<file path="src/rtl/cwbp_pkg.sv">
// Shared CWBP definitions: mapping-pointer field layout, terminator word,
// pointer encode helper and the writer FSM state type.
// Consumers: mapping_table_wr, cwbp_encoder, CWBP_Decoder.
package cwbp_pkg;

  // Mapping pointer layout: {way[3:0], row[27:0]}
  localparam int CWBP_WAY_MSB = 31;
  localparam int CWBP_WAY_LSB = 28;
  localparam int CWBP_WAY_W   = CWBP_WAY_MSB - CWBP_WAY_LSB + 1;
  localparam int CWBP_ROW_W   = 28;

  localparam logic [31:0] CWBP_END_MARKER = 32'hFFFF_FFFF;

  typedef enum logic [1:0] {
    IDLE = 2'd0,
    FILL = 2'd1,
    TERM = 2'd2,
    DONE = 2'd3
  } tbl_state_e;

  function automatic logic [31:0] cwbp_encode(input logic [CWBP_WAY_W-1:0] way,
                                              input logic [CWBP_ROW_W-1:0] row);
    return {way, row};
  endfunction

endpackage

</file>
<file path="src/rtl/cwbp_encoder.sv">
// Purpose: packs (way, row_address) into a CWBP mapping pointer and flags rows
// that do not fit in the 28-bit row field. Latency: combinational. Backpressure: none.
// Ports: way/row_address in; ptr (encoded word), row_ovf (row bits [31:28] non-zero) out.
module cwbp_encoder
  import cwbp_pkg::*;
(
  input  logic [CWBP_WAY_W-1:0] way,
  input  logic [31:0]           row_address,
  output logic [31:0]           ptr,
  output logic                  row_ovf
);

  assign ptr     = cwbp_encode(way, row_address[CWBP_ROW_W-1:0]);
  // The decoder zero-extends the row field, so any high bit would be silently lost.
  assign row_ovf = |row_address[31:CWBP_ROW_W];

endmodule

</file>
<file path="src/rtl/mapping_table_wr.sv">
// Purpose: writes a stream of CWBP pointers into the mapping-table BRAM, then an end marker.
// Latency: BRAM write strobe one cycle after each fire; table_done 3 cycles after the last fire.
// Backpressure: in_ready low during rst and while terminating a table (marker + done cycles).
// Ports: clk/rst; in_* entry stream (valid/ready); change_based_address bank select;
// err_clear; ram_* BRAM write port; busy, table_done, entry_count, err_row_overflow status.
module mapping_table_wr
  import cwbp_pkg::*;
#(
  parameter logic [31:0] START_ADDR  = 32'h4580_0000,
  parameter logic [31:0] BANK_STRIDE = 32'h0000_0100,
  parameter int          MAX_ENTRIES = 32,
  parameter logic [31:0] END_MARKER  = CWBP_END_MARKER,
  localparam int         CNT_W       = $clog2(MAX_ENTRIES + 1)
) (
  input  logic             clk,
  input  logic             rst,
  input  logic             in_valid,
  output logic             in_ready,
  input  logic [3:0]       in_way,
  input  logic [31:0]      in_row_address,
  input  logic             in_last,
  input  logic             change_based_address,
  input  logic             err_clear,
  output logic             ram_clk,
  output logic             ram_rst,
  output logic [31:0]      ram_addr,
  output logic             ram_en,
  output logic [3:0]       ram_we,
  output logic [31:0]      ram_wd_data,
  output logic             busy,
  output logic             table_done,
  output logic [CNT_W-1:0] entry_count,
  output logic             err_row_overflow
);

  localparam logic [CNT_W-1:0] IDX_ONE  = {{(CNT_W-1){1'b0}}, 1'b1};
  localparam logic [CNT_W-1:0] IDX_LAST = CNT_W'(MAX_ENTRIES - 1);

  tbl_state_e       state_q, state_d;
  logic [CNT_W-1:0] idx_q, idx_d;
  logic             bank_q, bank_d;
  logic             ram_en_q, ram_en_d;
  logic [3:0]       ram_we_q, ram_we_d;
  logic [31:0]      ram_addr_q, ram_addr_d;
  logic [31:0]      ram_wd_data_q, ram_wd_data_d;
  logic             table_done_q, table_done_d;
  logic [CNT_W-1:0] entry_count_q, entry_count_d;
  logic             err_q, err_d;

  logic             fire;
  logic             cur_bank;
  logic [CNT_W-1:0] wr_idx;
  logic [CNT_W-1:0] idx_next;
  logic [31:0]      slot_addr;
  logic [31:0]      enc_ptr;
  logic             enc_ovf;

  cwbp_encoder u_enc (
    .way         (in_way),
    .row_address (in_row_address),
    .ptr         (enc_ptr),
    .row_ovf     (enc_ovf)
  );

  // The first entry of a table uses the live bank select and slot 0; later slots
  // use the latched bank and running index.
  assign cur_bank  = (state_q == IDLE) ? change_based_address : bank_q;
  assign wr_idx    = (state_q == IDLE) ? '0 : idx_q;
  assign slot_addr = START_ADDR + (cur_bank ? BANK_STRIDE : 32'h0)
                   + {{(30-CNT_W){1'b0}}, wr_idx, 2'b00};
  assign idx_next  = enc_ovf ? wr_idx : wr_idx + IDX_ONE;

  always_comb begin
    state_d       = state_q;
    idx_d         = idx_q;
    bank_d        = bank_q;
    ram_en_d      = 1'b0;
    ram_we_d      = 4'h0;
    ram_addr_d    = ram_addr_q;
    ram_wd_data_d = ram_wd_data_q;
    table_done_d  = 1'b0;
    entry_count_d = entry_count_q;
    in_ready      = 1'b0;
    busy          = 1'b1;

    case (state_q)
      IDLE: begin
        in_ready = ~rst;
        busy     = 1'b0;
      end
      FILL: begin
        in_ready = ~rst;
      end
      TERM: begin
        ram_en_d      = 1'b1;
        ram_we_d      = 4'hF;
        ram_addr_d    = slot_addr;
        ram_wd_data_d = END_MARKER;
        state_d       = DONE;
      end
      DONE: begin
        table_done_d  = 1'b1;
        entry_count_d = idx_q;
        idx_d         = '0;
        state_d       = IDLE;
      end
      default: state_d = IDLE;
    endcase

    fire = in_valid & in_ready;

    if (fire) begin
      bank_d = cur_bank;
      idx_d  = idx_next;
      if (!enc_ovf) begin
        ram_en_d      = 1'b1;
        ram_we_d      = 4'hF;
        ram_addr_d    = slot_addr;
        ram_wd_data_d = enc_ptr;
      end
      // Leaving FILL as soon as only the marker slot remains drops in_ready
      // before another entry can be offered.
      state_d = (in_last || idx_next == IDX_LAST) ? TERM : FILL;
    end

    // Set wins over clear.
    err_d = (fire & enc_ovf) | (err_q & ~err_clear);
  end

  always_ff @(posedge clk) begin
    if (rst) begin
      state_q       <= IDLE;
      idx_q         <= '0;
      bank_q        <= 1'b0;
      ram_en_q      <= 1'b0;
      ram_we_q      <= 4'h0;
      ram_addr_q    <= START_ADDR;
      ram_wd_data_q <= 32'h0;
      table_done_q  <= 1'b0;
      entry_count_q <= '0;
      err_q         <= 1'b0;
    end else begin
      state_q       <= state_d;
      idx_q         <= idx_d;
      bank_q        <= bank_d;
      ram_en_q      <= ram_en_d;
      ram_we_q      <= ram_we_d;
      ram_addr_q    <= ram_addr_d;
      ram_wd_data_q <= ram_wd_data_d;
      table_done_q  <= table_done_d;
      entry_count_q <= entry_count_d;
      err_q         <= err_d;
    end
  end

  assign ram_clk          = clk;
  assign ram_rst          = rst;
  assign ram_addr         = ram_addr_q;
  assign ram_en           = ram_en_q;
  assign ram_we           = ram_we_q;
  assign ram_wd_data      = ram_wd_data_q;
  assign table_done       = table_done_q;
  assign entry_count      = entry_count_q;
  assign err_row_overflow = err_q;

endmodule

</file>
<file path="config.mk">
export PLATFORM = sky130hd
export DESIGN_NAME = mapping_table_wr
export DESIGN_NICKNAME = d
export VERILOG_FILES = /design/src/rtl/cwbp_pkg.sv /design/src/rtl/cwbp_encoder.sv /design/src/rtl/mapping_table_wr.sv
export SDC_FILE = /design/constraint.sdc
export NUM_CORES = 1
export LEC_CHECK = 0
export BUFFER_PORTS_ARGS = -buffer_cell sky130_fd_sc_hd__buf_4
export CAP_MARGIN = 20
export CORE_ASPECT_RATIO = 0.7
export CORE_MARGIN = 3
export CORE_UTILIZATION = 51
export CTS_CLUSTER_DIAMETER = 150
export DETAILED_ROUTE_END_ITERATION = 10
export PLACE_DENSITY_LB_ADDON = 0.08
export SETUP_SLACK_MARGIN = 0.3
export SLEW_MARGIN = 10
export SYNTH_ARGS = -nofsm -noshare
export SYNTH_HDL_FRONTEND = slang
export SYNTH_SLANG_ARGS = --single-unit
</file>
<file path="constraint.sdc">
create_clock -name clk -period 3.9 [get_ports clk]
set_input_delay 0.195 -clock clk [delete_from_list [all_inputs] [get_ports clk]]
set_output_delay 0.195 -clock clk [all_outputs]
set_load 0.02 [all_outputs]
</file>
==> flow_summary_export.csv <==
group,metric,value,unit
status,status,"finished clean",
critical_path,start_kind,"flip-flop",
global_routing,met2_usage,30.98,%
sta,fin_tns_setup,0,ps
final_layout,multi_input_area,0.001199,mm²
route,drt_first_pass_iters,4,
synthesis,async_reset_ff_share,0,%
pwr,power_leakage,1.774,nW
sta,rsz0062_at_grt,"false",
sta,max_freq,377.8,MHz
place,routabilityCongestion,0.9025,
route,routedWlPerCell,15.89,µm
floorplan,die_h,70.27,µm
floorplan,ioPinCount,123,
route,vias_per_cell,5.489,
global_routing,antenna_found_initial,0,
route,drt_drc_violations_left,0,
synthesis,avgSynthCellArea,9.997,µm²
global_routing,grt_overflow,0,
route,drt_iter0_drc,182,
synthesis,synth_edf_count,0,
final_layout,drive_above_1_share,42.89,%
synthesis,synth.area.top_cells,"dfxtp_1, o221a_2, and2_1",
hold_path,min_path_type,"in2reg",
synthesis,yosys.area.top_type,"dfxtp_1",
floorplan,die_w,97.81,µm
place,portBuffers,122,
final_layout,syn2layout_area_growth,37.21,%
synthesis,syn_nets,344,
floorplan,start_util,54.93,%
floorplan,num_rows,22,
critical_path,worst-path-buf-inv,1,
sta,slew_headroom,30.08,%
global_routing,use_met3,10.98,%
synthesis,synthFlopType,"dfxtp_1",
route,wirelength,7737,µm
synthesis,netlist_area,0.003009,mm²
critical_path,required,4290,ps
critical_path,worstSetupEndpointType,"flip-flop",
critical_path,crit_slowest_cell,"dfxtp_1",
global_routing,grt.met1_usage,29.09,%
synthesis,netlist_top_cells_count,"dfxtp_1, o221a_2, nand2_1, clkbuf_1, and2_1",
critical_path,worstSetupPathType,"reg2reg",
clocking,cts_tree,"done",
sta,min_period_over_period,67.87,%
sta,worst_pin_slew,1046,ps
sta,finalMaxSlewViolations,0,
pwr,vdd_drop_max,0.0003423,V
synthesis,yosysMostFrequentCell,"dfxtp_1",
clocking,clk_pin_slew,80,ps
critical_path,crit_chain,"nor2_1, inv_1, and2_1, ha_1, nand2_1, nor4b_1, o311a_1, a41o_1",
global_routing,track_usage,22.36,%
synthesis,seq_area_frac_synth,54.55,%
synthesis,yosysWarningCount,0,
critical_path,cpPeakStageDelay,680,ps
place,dpl.hpwl,5451,µm
route,postRouteAntennaNets,0,
job,maxCapViolCount,0,
synthesis,postSynthCellCount,301,
global_routing,grt_start_max_net_pins,35,
sta,hold_viol,0,
final_layout,antennaDiodeCount,0,
synthesis,post-synth-top-area-fraction,54.55,%
route,via_count,2673,
sta,hold_ws,19.77,ps
sta,final-setup-viol-count,0,
final_layout,layout.area.seq,0.001642,mm²
critical_path,cp.arrival,3030,ps
clocking,post_cts_buffers,0,
global_routing,top_usage_layer,"met2",
sta,fin_skew,8.830,ps
place,pre_cts_ws,1370,ps
final_layout,final_util,75.38,%
pwr,powerDensity,427.5,mW/mm²
synthesis,synth-seq-cells,82,
synthesis,synth.distinct_cells,39,
floorplan,core_area,0.005478,mm²
sta,worst_slack,1253,ps
final_layout,fill_cells,386,
critical_path,path_delay_family,"simple AND/OR/NAND/NOR gates",
global_routing,grt_pass1_vias,2535,
sta,fin_crit,2647,ps
critical_path,cp_max_fo,20,
floorplan,dieArea,0.006873,mm²
final_layout,nets,453,
global_routing,grt_pass1_wl,12310,µm
clocking,clock_latency,450,ps
cell usage in the layout, fill, tap and decap left out, types with 2 or more instances in the layout:
| cell | netlist | layout |
|---|---|---|
| a32oi_1 | 2 | 2 |
| dlygate4sd3_1 | 0 | 3 |
| nand3_1 | 8 | 8 |
| dfxtp_1 | 82 | 82 |
| nor2b_1 | 3 | 3 |
| nor4b_1 | 2 | 2 |
| o221a_2 | 32 | 32 |
| o22ai_1 | 2 | 2 |
| a311oi_1 | 2 | 2 |
| a21oi_1 | 21 | 21 |
| nand4_1 | 2 | 2 |
| clkinvlp_4 | 0 | 4 |
| nor2_1 | 13 | 13 |
| o21ai_0 | 8 | 8 |
| nand2_1 | 30 | 30 |
| a21o_1 | 2 | 2 |
| or4_4 | 2 | 2 |
| clkbuf_1 | 25 | 2 |
| nor4_1 | 2 | 2 |
| clkbuf_8 | 0 | 12 |
| buf_4 | 6 | 125 |
| and2_1 | 24 | 24 |
| inv_1 | 4 | 4 |
| a31oi_1 | 4 | 4 |
| nand2b_1 | 7 | 7 |
stage by stage:
step / power [mW] / cells / instance area [µm²]
floorplan: 1.066 / 301 / 3009
finish: 1.765 / 487 / 4129
detailed placement: 1.169 / 464 / 3880
global route: 1.839 / 487 / 4129
global placement: 1.164 / 464 / 3880
CTS: 1.777 / 483 / 4091
area by class of cell:
cell class                 count  share of cell area, %
multi-input combinational    181                  29.03
sequential                    82                  39.76
tap                           72                  2.182
clock inverter                 5                 0.9394
clock buffer                  15                  4.364
inverter                       5                 0.4545
timing repair buffer         127                  23.27
final timing paths:
check / from / endpoint / slack, ps / cells after the start
setup / recovery: state_q[1] / state_q[1] / 1250 / 8
hold / removal: in_row_address[5] / ram_wd_data[5] / 20 / 2
setup reg to reg: state_q[1] / state_q[1] / 1250 / 8
hold reg to reg: ram_addr[23] / ram_addr[23] / 450 / 1
power breakdown:
part / switching (mW) / internal, mW / leakage [nW]
clock network: 0.329 / 0.312 / 0.0986
registers: 0.0262 / 0.869 / 0.666
logic: 0.120 / 0.109 / 1.01
total: 0.475 / 1.29 / 1.77
metal layers:
layer	up-vias	wire [µm]
met1	1230	3258
met2	128	3423
met4	0	174
met5	-	0
met3	18	881
li1	1297	-
state kept, by name (all words and copies together) (netlist names):
register	flops
state_q	2
ram_wd_data	32
bank_q	1
table_done	1
ram_addr	32
ram_we	1
entry_count	6
err_row_overflow	1
idx_q	6
cells by family after synthesis:
kind of cell               count (synthesis)  synth area share, %
DFF                                       82                54.55
and+or+nand+nor                           99                17.26
buffers and inverters                     38                5.779
AOI/OAI and AO/OA                         81                22.00
adders and majority gates                  1               0.4157
worst reg2reg max path, cell delays in order, from the launching register on:
cell and delay [ps]:
dfxtp_1 680, nor2_1 170, inv_1 290, and2_1 220, ha_1 330, nand2_1 90, nor4b_1 400, o311a_1 250
a41o_1 160
what timing repair did:
item                      4_1_cts  5_1_grt
hold buffers                    0        3
hold endpoints to repair        0        3
gates resized for setup         0        0
Note: power is estimated with default switching activity, not from simulation.
